===== config.mk =====
export PLATFORM = sky130hd
export DESIGN_NAME = rtc_access_sched
export DESIGN_NICKNAME = d
export VERILOG_FILES = /design/src/rtl/rtc_pkg.sv /design/src/rtl/rtc_refresh_timer.sv /design/src/rtl/rtc_access_sched.sv
export SDC_FILE = /design/constraint.sdc
export NUM_CORES = 1
export LEC_CHECK = 0
export BUFFER_PORTS_ARGS = -buffer_cell sky130_fd_sc_hd__buf_2
export CAP_MARGIN = 10
export CORE_UTILIZATION = 49
export DETAILED_ROUTE_END_ITERATION = 7
export GPL_TIMING_DRIVEN = 0
export PLACE_DENSITY = 0.76
export SYNTH_ARGS = -nofsm -noshare
export SYNTH_HDL_FRONTEND = slang
export SYNTH_SLANG_ARGS = --single-unit

===== constraint.sdc =====
create_clock -name clock -period 1.63 [get_ports clock]
set_input_delay 0.0815 -clock clock [delete_from_list [all_inputs] [get_ports clock]]
set_output_delay 0.0815 -clock clock [all_outputs]
set_load 0.01 [all_outputs]

===== src/rtl/rtc_pkg.sv =====
// rtc_pkg: shared constants and types for the RTC access scheduler.
// Holds the RTC register map used by the sweep, the sweep length and
// the scheduler FSM state encoding.
package rtc_pkg;

    localparam int unsigned DATA_W    = 8;
    localparam int unsigned SWEEP_LEN = 10;
    localparam int unsigned IDX_W     = 4;

    // RTC register addresses
    localparam logic [DATA_W-1:0] RTC_ADDR_CMD    = 8'hF0;
    localparam logic [DATA_W-1:0] RTC_ADDR_YEAR   = 8'h26;
    localparam logic [DATA_W-1:0] RTC_ADDR_MES    = 8'h25;
    localparam logic [DATA_W-1:0] RTC_ADDR_DIA    = 8'h24;
    localparam logic [DATA_W-1:0] RTC_ADDR_HORA   = 8'h23;
    localparam logic [DATA_W-1:0] RTC_ADDR_MIN    = 8'h22;
    localparam logic [DATA_W-1:0] RTC_ADDR_SEG    = 8'h21;
    localparam logic [DATA_W-1:0] RTC_ADDR_HCRONO = 8'h43;
    localparam logic [DATA_W-1:0] RTC_ADDR_MCRONO = 8'h42;
    localparam logic [DATA_W-1:0] RTC_ADDR_SCRONO = 8'h41;

    // Scheduler FSM states
    typedef logic [1:0] state_t;
    localparam state_t ST_IDLE  = 2'd0;
    localparam state_t ST_ISSUE = 2'd1;
    localparam state_t ST_WAIT  = 2'd2;

    // Address of the sweep item at a given index (index 0 is the latch command)
    function automatic logic [DATA_W-1:0] sweep_addr(input logic [IDX_W-1:0] idx);
        logic [DATA_W-1:0] a;
        case (idx)
            4'd1:    a = RTC_ADDR_YEAR;
            4'd2:    a = RTC_ADDR_MES;
            4'd3:    a = RTC_ADDR_DIA;
            4'd4:    a = RTC_ADDR_HORA;
            4'd5:    a = RTC_ADDR_MIN;
            4'd6:    a = RTC_ADDR_SEG;
            4'd7:    a = RTC_ADDR_HCRONO;
            4'd8:    a = RTC_ADDR_MCRONO;
            4'd9:    a = RTC_ADDR_SCRONO;
            default: a = RTC_ADDR_CMD;
        endcase
        return a;
    endfunction

endpackage


===== src/rtl/rtc_refresh_timer.sv =====
// rtc_refresh_timer: free-running counter that emits a one-cycle tick
// every PERIOD clocks (registered, high in the cycle after the wrap edge).
// Ports: clk_i, rst_ni (async active-low), tick_o.
module rtc_refresh_timer #(
    parameter int unsigned PERIOD = 1_000_000
) (
    input  logic clk_i,
    input  logic rst_ni,
    output logic tick_o
);

    localparam int unsigned CNT_W = $clog2(PERIOD);
    localparam logic [CNT_W-1:0] CNT_LAST = CNT_W'(PERIOD - 1);

    logic [CNT_W-1:0] cnt_q, cnt_d;
    logic             tick_q, tick_d;

    // Next count and wrap detection
    always_comb begin
        cnt_d  = cnt_q + CNT_W'(1);
        tick_d = 1'b0;
        if (cnt_q == CNT_LAST) begin
            cnt_d  = '0;
            tick_d = 1'b1;
        end
    end

    always_ff @(posedge clk_i or negedge rst_ni) begin
        if (!rst_ni) begin
            cnt_q  <= '0;
            tick_q <= 1'b0;
        end else begin
            cnt_q  <= cnt_d;
            tick_q <= tick_d;
        end
    end

    assign tick_o = tick_q;

endmodule


===== src/rtl/rtc_access_sched.sv =====
// rtc_access_sched: transaction scheduler for the shared RTC bus.
// Runs a 10-item sweep (latch command + nine reads) on refresh tick or chs
// rising edge, interleaves user writes at transaction boundaries, and
// holds the captured time/date/timer registers.
// Ports: clock/reset (async active-low); chs manual trigger; wr_req/wr_addr/
// wr_data/wr_ack user write; txn_* valid/done handshake to the bus engine;
// year..segcrono, AmPm captured data; busy, sweep_done, err status.
module rtc_access_sched
    import rtc_pkg::*;
#(
    parameter int unsigned REFRESH_CYCLES = 1_000_000,
    parameter int unsigned TIMEOUT        = 64
) (
    input  logic       clock,
    input  logic       reset,
    input  logic       chs,
    input  logic       wr_req,
    input  logic [7:0] wr_addr,
    input  logic [7:0] wr_data,
    output logic       wr_ack,
    output logic       txn_valid,
    output logic       txn_write,
    output logic [7:0] txn_addr,
    output logic [7:0] txn_wdata,
    input  logic       txn_done,
    input  logic [7:0] txn_rdata,
    output logic [7:0] year,
    output logic [7:0] mes,
    output logic [7:0] dia,
    output logic [7:0] hora,
    output logic [7:0] min,
    output logic [7:0] seg,
    output logic [7:0] horacrono,
    output logic [7:0] mincrono,
    output logic [7:0] segcrono,
    output logic       AmPm,
    output logic       busy,
    output logic       sweep_done,
    output logic       err
);

    localparam int unsigned TMO_W = $clog2(TIMEOUT);
    localparam logic [TMO_W-1:0] TMO_LAST = TMO_W'(TIMEOUT - 1);
    localparam logic [IDX_W-1:0] IDX_LAST = IDX_W'(SWEEP_LEN - 1);

    state_t           state_q, state_d;
    logic [IDX_W-1:0] idx_q, idx_d;
    logic [TMO_W-1:0] tmo_q, tmo_d;
    logic             busy_q, busy_d;
    logic             pend_q, pend_d;
    logic             user_q, user_d;
    logic             chs_q;
    logic             valid_q, valid_d;
    logic             write_q, write_d;
    logic [7:0]       addr_q, addr_d;
    logic [7:0]       wdata_q, wdata_d;
    logic             wr_ack_q, wr_ack_d;
    logic             done_q, done_d;
    logic             err_q, err_d;
    logic [7:0]       year_q, year_d, mes_q, mes_d, dia_q, dia_d;
    logic [7:0]       hora_q, hora_d, min_q, min_d, seg_q, seg_d;
    logic [7:0]       hcr_q, hcr_d, mcr_q, mcr_d, scr_q, scr_d;
    logic             ampm_q, ampm_d;
    logic             tick;
    logic             sweep_req_c;

    rtc_refresh_timer #(
        .PERIOD (REFRESH_CYCLES)
    ) u_refresh (
        .clk_i  (clock),
        .rst_ni (reset),
        .tick_o (tick)
    );

    // Simultaneous chs edge and refresh tick collapse into one request
    assign sweep_req_c = (chs & ~chs_q) | tick;

    // Next-state and output logic
    always_comb begin
        state_d  = state_q;
        idx_d    = idx_q;
        tmo_d    = tmo_q;
        busy_d   = busy_q;
        pend_d   = pend_q | sweep_req_c;
        user_d   = user_q;
        valid_d  = valid_q;
        write_d  = write_q;
        addr_d   = addr_q;
        wdata_d  = wdata_q;
        wr_ack_d = 1'b0;
        done_d   = 1'b0;
        err_d    = 1'b0;
        year_d   = year_q;
        mes_d    = mes_q;
        dia_d    = dia_q;
        hora_d   = hora_q;
        min_d    = min_q;
        seg_d    = seg_q;
        hcr_d    = hcr_q;
        mcr_d    = mcr_q;
        scr_d    = scr_q;
        ampm_d   = ampm_q;

        case (state_q)
            ST_IDLE: begin
                if (wr_req) begin
                    // User write wins every boundary; the sweep index is left alone
                    state_d = ST_ISSUE;
                    user_d  = 1'b1;
                    write_d = 1'b1;
                    addr_d  = wr_addr;
                    wdata_d = wr_data;
                end else if (pend_q || busy_q) begin
                    state_d = ST_ISSUE;
                    user_d  = 1'b0;
                    write_d = (idx_q == '0);
                    addr_d  = sweep_addr(idx_q);
                    wdata_d = 8'h00;
                    if (idx_q == '0) begin
                        busy_d = 1'b1;
                        pend_d = sweep_req_c;
                    end
                end
            end
            ST_ISSUE: begin
                state_d = ST_WAIT;
                valid_d = 1'b1;
                tmo_d   = '0;
            end
            ST_WAIT: begin
                if (txn_done) begin
                    state_d = ST_IDLE;
                    valid_d = 1'b0;
                    if (user_q) begin
                        wr_ack_d = 1'b1;
                    end else begin
                        case (idx_q)
                            4'd1: year_d = txn_rdata;
                            4'd2: mes_d  = txn_rdata;
                            4'd3: dia_d  = txn_rdata;
                            4'd4: begin
                                hora_d = {1'b0, txn_rdata[6:0]};
                                ampm_d = txn_rdata[7];
                            end
                            4'd5: min_d  = txn_rdata;
                            4'd6: seg_d  = txn_rdata;
                            4'd7: hcr_d  = txn_rdata;
                            4'd8: mcr_d  = txn_rdata;
                            4'd9: scr_d  = txn_rdata;
                            default: ;
                        endcase
                        if (idx_q == IDX_LAST) begin
                            idx_d  = '0;
                            busy_d = 1'b0;
                            done_d = 1'b1;
                        end else begin
                            idx_d = idx_q + IDX_W'(1);
                        end
                    end
                end else if (tmo_q == TMO_LAST) begin
                    // Abort: drop the request and restart any sweep from scratch
                    state_d = ST_IDLE;
                    valid_d = 1'b0;
                    err_d   = 1'b1;
                    idx_d   = '0;
                    busy_d  = 1'b0;
                end else begin
                    tmo_d = tmo_q + TMO_W'(1);
                end
            end
            default: begin
                state_d = ST_IDLE;
                valid_d = 1'b0;
            end
        endcase
    end

    // State register
    always_ff @(posedge clock or negedge reset) begin
        if (!reset) begin
            state_q  <= ST_IDLE;
            idx_q    <= '0;
            tmo_q    <= '0;
            busy_q   <= 1'b0;
            pend_q   <= 1'b0;
            user_q   <= 1'b0;
            chs_q    <= 1'b0;
            valid_q  <= 1'b0;
            write_q  <= 1'b0;
            addr_q   <= 8'hFF;
            wdata_q  <= 8'hFF;
            wr_ack_q <= 1'b0;
            done_q   <= 1'b0;
            err_q    <= 1'b0;
            year_q   <= 8'h00;
            mes_q    <= 8'h00;
            dia_q    <= 8'h00;
            hora_q   <= 8'h80;
            min_q    <= 8'h00;
            seg_q    <= 8'h00;
            hcr_q    <= 8'h00;
            mcr_q    <= 8'h00;
            scr_q    <= 8'h00;
            ampm_q   <= 1'b0;
        end else begin
            state_q  <= state_d;
            idx_q    <= idx_d;
            tmo_q    <= tmo_d;
            busy_q   <= busy_d;
            pend_q   <= pend_d;
            user_q   <= user_d;
            chs_q    <= chs;
            valid_q  <= valid_d;
            write_q  <= write_d;
            addr_q   <= addr_d;
            wdata_q  <= wdata_d;
            wr_ack_q <= wr_ack_d;
            done_q   <= done_d;
            err_q    <= err_d;
            year_q   <= year_d;
            mes_q    <= mes_d;
            dia_q    <= dia_d;
            hora_q   <= hora_d;
            min_q    <= min_d;
            seg_q    <= seg_d;
            hcr_q    <= hcr_d;
            mcr_q    <= mcr_d;
            scr_q    <= scr_d;
            ampm_q   <= ampm_d;
        end
    end

    assign wr_ack     = wr_ack_q;
    assign txn_valid  = valid_q;
    assign txn_write  = write_q;
    assign txn_addr   = addr_q;
    assign txn_wdata  = wdata_q;
    assign year       = year_q;
    assign mes        = mes_q;
    assign dia        = dia_q;
    assign hora       = hora_q;
    assign min        = min_q;
    assign seg        = seg_q;
    assign horacrono  = hcr_q;
    assign mincrono   = mcr_q;
    assign segcrono   = scr_q;
    assign AmPm       = ampm_q;
    assign busy       = busy_q;
    assign sweep_done = done_q;
    assign err        = err_q;

endmodule


# After elaboration in Yosys (flattened, before gate mapping)

Memories as Yosys holds them, arrays and structs flattened.
Cells that the tools add are included.

Equal/unequal tests: 23
Mux-type cells: 46
Add/subtract/negate cells: 3
Reduce and logical (&&, ||, !) cells: 22
Bitwise gates (word level): 6

Operator list:

| cell                  | number |
|---|---|
| $reduce_and 4->1      | 9 |
| $mux 8                | 4 |
| $mux 1                | 27 |
| $add 20x1->20 const B | 1 |
| $eq 20x20->1 const B  | 1 |
| $mux 20               | 1 |
| $eq 4x3->1 const B    | 4 |
| $mux 4                | 4 |
| $mux 6                | 2 |
| $ne 2x2->1 const B    | 6 |
| $ne 3x3->1 const B    | 4 |
| $pmux 6 s2            | 1 |
| $eq 4x2->1 const B    | 2 |
| $eq 4x4->1 const B    | 2 |
| $mux 2                | 4 |
| $reduce_bool 2->1     | 4 |
| $reduce_and 7->1      | 1 |
| $add 6x1->6 const B   | 1 |
| $eq 6x6->1 const B    | 1 |
| $pmux 2 s3            | 1 |
| $reduce_and 2->1      | 3 |
| $reduce_and 3->1      | 2 |
| $add 4x1->4 const B   | 1 |
| $eq 4x1->1 const B    | 1 |
| 10 further kinds      | 13 |

ROM bits: 112
Logic and storage cells: 127
Bits of input ports: 29
Memories: 1
Register bits: 131
Output and inout bits: 95

Memory list:

| name             | words | bits a word | read ports | clocked after memory_dff | wr ports | line          | source |
|---|---|---|---|---|---|---|---|
| (name not given) | 16    | 7           | 1          | 0                        | 0        | rtc_pkg.sv:31 | `case (idx)` |

# Depth between registers and ports, before layout

Word-level depth: 8
Mapped depth: 8
Gate-level depth less buffers: 5

# Hierarchy

From an unflattened synthesis, not the netlist that was laid out.

Cells, all modules: 444
Area total of the unflattened synthesis: 5619.1 µm²

By module, submodules not included:

| module            | cells each | area an instance (µm²) | times used | sequential area each (µm²) |
|---|---|---|---|---|
| rtc_access_sched  | 344        | 4538.1                 | 1          | 2773.9 |
| rtc_refresh_timer | 100        | 1081.0                 | 1          | 525.5 |

# Least setup slack after synthesis

No wires, ideal clock.

Path kind: register to register
Start: register tmo_q[0]
End: register idx_q[2]
Slack: -0.114 ns
Path buffers: 0
Required time: 1.547 ns
Period minus slack after synthesis: 1.744 ns
Data arrival time: 1.662 ns
Setup time: 0.083 ns
Cell stages (with the launch flop): 6
Cell sequence: dfrtp_1 > ha_1 > and4bb_2 > a21oi_1 > or4b_2 > o21ai_0

Cells in the longest elaborated chain, start to end: 3

RTL lines:

| element                            | line                    | source |
|---|---|---|
| start: declaration                 | rtc_access_sched.sv:48  | `logic [TMO_W-1:0] tmo_q, tmo_d;` |
| start signal: assignment           | rtc_access_sched.sv:208 | `tmo_q <= tmo_d;` |
| $eq 6x6->1                         | rtc_access_sched.sv:160 | `end else if (tmo_q == TMO_LAST) begin` |
| $reduce_bool 2->1 (no source line) | n/a                     |  |
| $reduce_and 3->1 (no source line)  | n/a                     |  |
| end signal: assignment             | rtc_access_sched.sv:207 | `idx_q <= idx_d;` |
| end: declaration                   | rtc_access_sched.sv:47  | `logic [IDX_W-1:0] idx_q, idx_d;` |

Every way passes these cells.
A chain may end at the register's enable or synchronous reset.

# Worst setup path after layout

Start: register user_q
End: register hcr_q[3] (netlist: horacrono[3])

Cells in the longest elaborated chain, start to end: 2

RTL lines:

| element                           | line                    | source |
|---|---|---|
| start: declaration                | rtc_access_sched.sv:51  | `logic user_q, user_d;` |
| start signal: assignment          | rtc_access_sched.sv:211 | `user_q <= user_d;` |
| $not 1->1 (no source line)        | n/a                     |  |
| $reduce_and 4->1 (no source line) | n/a                     |  |
| end signal: assignment            | rtc_access_sched.sv:226 | `hcr_q <= hcr_d;` |
| end: declaration                  | rtc_access_sched.sv:62  | `logic [7:0] hcr_q, hcr_d, mcr_q, mcr_d, scr_q, scr_d;` |

Every way passes these cells.

==> metrics.txt <==
status=finished with violations; failing checks=setup timing; first-pass GRT wire length=21,700 um; GRT met2 Usage=40.3%; minimum clock period=1770 ps; GR Util met1=29.7%; unrepaired setup endpoints after global routing=yes; TritonCTS clock tree=built; fin worst setup slack=-139 ps; Hold Startpoint=txn_rdata[6]; Switch Pwr=3.95 mW; YS warnings=0; Worst Path Max Fanout=8; FF+latch count, synth=131; Final Skew=7.01 ps; IO Count=124; initial antenna violation count=0; Worst Hold Class=in -> reg; # setup viols final=65; I/O Buffers=122; CP Buf/Inv Count=2; Root Driver=clkbuf_16; Post-synth ARST share=100%; Syn-to-layout area delta=37.5%; Post-Place Cells=709; Critical Path AT=2070 ps; switching share of power=30.8%; top_reg_cell synth=dfrtp_1; fin. max-slew vios=0; Total Power=12.8 mW; antenna cells=0; Fmax=565 MHz; Pwr Density=1650 nW/um2; crit start category=flip-flop; power share of the sequential group=37.6%; critical path class=reg -> reg; CP max-delay cell=dfrtp_1; CP top delay family=simple AND/OR/NAND/NOR gates; P_leak=3.87 nW; combinational share of power=29.1%; drt total wl=14,300 um; Initial Util=51.1%; final hold violations=0; largest net degree at the start of global routing=98; Clk network pwr share=33.3%; grt peak-use layer=met2; Reg2Reg Launch Point=user_q; drt wl/cell=18.5 um; Vert. Die Dim=109 um; nets=652; P_int=8.88 mW; # rows=38; Die Outline Area=11,900 um2; Max IR drop VDD=1.09 mV; post-synthesis sequential area ratio=58.5%; area occupied by registers=3310 um2; Pre-antenna DRT Iters=4; worst-path cell chain=and4bb_1 > buf_6 > and3_4 > nor2b_4 > buf_8 > mux2_4; CP max stage delay=420 ps; Post-Syn Area=5640 um2; number of global-route vias before repair=4,342; global route total overflow=0; Tightest Pin Transition=529 ps; Fillers=760; drt drc=0; Tot GR Track Use=24.3%; total number of vias=4,376; DIE WIDTH=109 um; antenna-violating nets left=0; max_slew headroom=64.6%; Multi-input gate area=2480 um2; reg-to-reg endpoint=horacrono[3]; final worst path period share=109%; flop-to-flop setup slack=-140 ps; MaxCap Viol Count=0; htree depth=4; Detailed Route Iter0 Violations=325; GPL Wtd Cong=0.878; syn_area_per_cell=12.6 um2; Via density=5.65; number of synthesized flops with an enable pin=0; Max Buffers Root-to-Sink=2; non-filler cells in the finished layout=774; Global Route met3 Usage=6.28%; Critical Path RT=1930 ps; Gate Count Post-Synth=446; critical path endpoint category=flip-flop; R2R cell count=6; total CTS buffers=17; share of cells above drive strength 1=50.2%; HPWL after DPL=8980 um; clock-pin transition on the worst setup and hold timing paths=60 ps; Worst Hold Endpoint=seg[6]; WHS Path Cells=2; Clock Sinks=131; post-synthesis cell type count=53; Core Box Area=11,000 um2; Syn Nets=477; Skew-Pair Late Insertion Delay=420 ps
## layer usage
layer / wire, um / up-vias
li1: - / 1972
met1: 5970 / 2224
met2: 7260 / 141
met3: 702 / 39
met4: 408 / 0
met5: 0 / -
## repair_timing
item | 4_1_cts | 5_1_grt
gates cloned | 0 | 1
endpoints found under the setup margin | 93 | 107
hold buffers | 16 | 0
pin swaps | 6 | 7
endpoints found under the hold margin | 74 | 0
resized for setup | 28 | 57
buffers inserted | 12 | 10
## worst reg2reg max path, delay by kind of cell, from the launching register on
kind | cells | cell delay [ps]
buffers and inverters | 2 | 270
flip-flops | 1 | 420
multiplexers | 1 | 310
AND/OR/NAND/NOR | 3 | 660
## cells in the final DEF, fill, tap and decap left out, types with 4 or more instances in the layout
cell	synthesis	routed
a21oi_1	18	17
a22o_1	11	11
a31oi_1	9	9
buf_2	1	123
buf_4	0	17
buf_6	4	6
bufinv_16	0	6
clkbuf_1	14	6
clkbuf_16	0	17
clkbuf_2	0	4
dfrtp_1	114	103
dfrtp_2	0	11
dfstp_2	17	17
dlygate4sd3_1	0	16
inv_1	11	11
mux2_2	64	48
mux2_4	8	24
nand2_1	24	21
nand2_4	0	4
nand3_1	11	10
nand4_1	11	11
nor2_1	24	22
nor2b_1	10	8
nor3_1	11	9
nor4_4	2	5
o21ai_0	14	13
xnor2_1	9	9
xor2_1	6	6
## layout make-up
| class | count | area share [%] |
|---|---|---|
| Timing Repair Buffer | 160 | 12.7 |
| Clock inverter | 13 | 2.99 |
| Inverter | 11 | 0.533 |
| Clock buffer | 19 | 5.58 |
| Buffer | 14 | 1.16 |
| Tap cell | 140 | 2.26 |
| Sequential cell | 131 | 42.7 |
| Multi-Input combinational cell | 286 | 32.0 |
## cell usage after synthesis, drive strengths merged, types with 2 or more instances
| cell type | n | share of area [%] |
|---|---|---|
| xnor2 | 9 | 1.4 |
| inv | 11 | 0.73 |
| nand4 | 12 | 1.6 |
| nor4 | 8 | 1.4 |
| nand2b | 3 | 0.33 |
| and2 | 2 | 0.22 |
| a21o | 2 | 0.27 |
| and4 | 3 | 0.47 |
| a31oi | 9 | 1.0 |
| and4bb | 2 | 0.44 |
| o22ai | 3 | 0.33 |
| nand3 | 11 | 0.98 |
| a211oi | 2 | 0.27 |
| a21oi | 18 | 1.6 |
| nor2b | 11 | 1.4 |
| and3 | 4 | 0.53 |
| nor3 | 12 | 1.2 |
| a22o | 11 | 1.7 |
| nor2 | 24 | 1.6 |
| nand3b | 2 | 0.27 |
| clkbuf | 14 | 0.93 |
| o21ai | 14 | 1.2 |
| buf | 5 | 0.89 |
| mux2i | 2 | 0.36 |
| dfstp | 17 | 7.9 |
| ha | 2 | 0.44 |
| mux2 | 72 | 15 |
| nand2 | 27 | 1.9 |
| dfrtp | 114 | 51 |
| xor2 | 6 | 0.93 |
## cell families after synthesis
logic type / synth area share (%)
AND/OR/NAND/NOR: 13.4
adder cells (fa/ha/maj): 0.444
multiplexers: 15.3
buffers and inverters: 2.55
XOR/XNOR: 2.33
flip-flops: 58.5
AO/OA/AOI/OAI: 7.50
## state kept, by name (all words and copies together) (netlist names), 2 cells and up
register         cells
state_q              2
u_refresh.cnt_q     20
horacrono            8
year                 8
txn_addr             8
segcrono             8
hora                 8
min                  8
txn_wdata            8
seg                  8
idx_q                4
tmo_q                6
mincrono             8
dia                  8
mes                  8
## worst max path at each step
| stage | from | endpoint | slack (ps) | cells after the start |
|---|---|---|---|---|
| after floorplan | user_q | horacrono[0] | -100 | 7 |
| after global placement | reset | segcrono[0] | -1130 | 1 |
| after detailed placement | idx_q[0] | segcrono[5] | -260 | 4 |
| after CTS | state_q[0] | horacrono[3] | -170 | 6 |
| after global routing | state_q[0] | horacrono[4] | -180 | 6 |
| final | user_q | horacrono[3] | -140 | 6 |
## power groups by stage
stage          Clock, mW  Sequential, mW  Combinational (mW)
2_1_floorplan          0            5.11                1.58
3_3_place_gp           0            4.73                3.15
3_5_place_dp           0            4.80                3.27
4_1_cts             4.33            4.78                3.47
5_1_grt             4.49            4.92                4.07
6_report            4.27            4.82                3.74
## per-stage QoR
step                      worst slack, ps  TNS [ps]  util [%]  hold WS, ps  area [um2]
after floorplan                     -98.2     -1640         -         -214        5640
after global placement              -1130   -146300      58.3          210        6430
after detailed placement             -259    -13760      58.6       -0.660        6460
after CTS                            -167     -3050      67.9         15.4        7490
after global routing                 -182     -7670      70.3         43.7        7750
final                                -139     -3850      70.3         40.9        7750
Note: power is estimated with default switching activity, not from simulation.
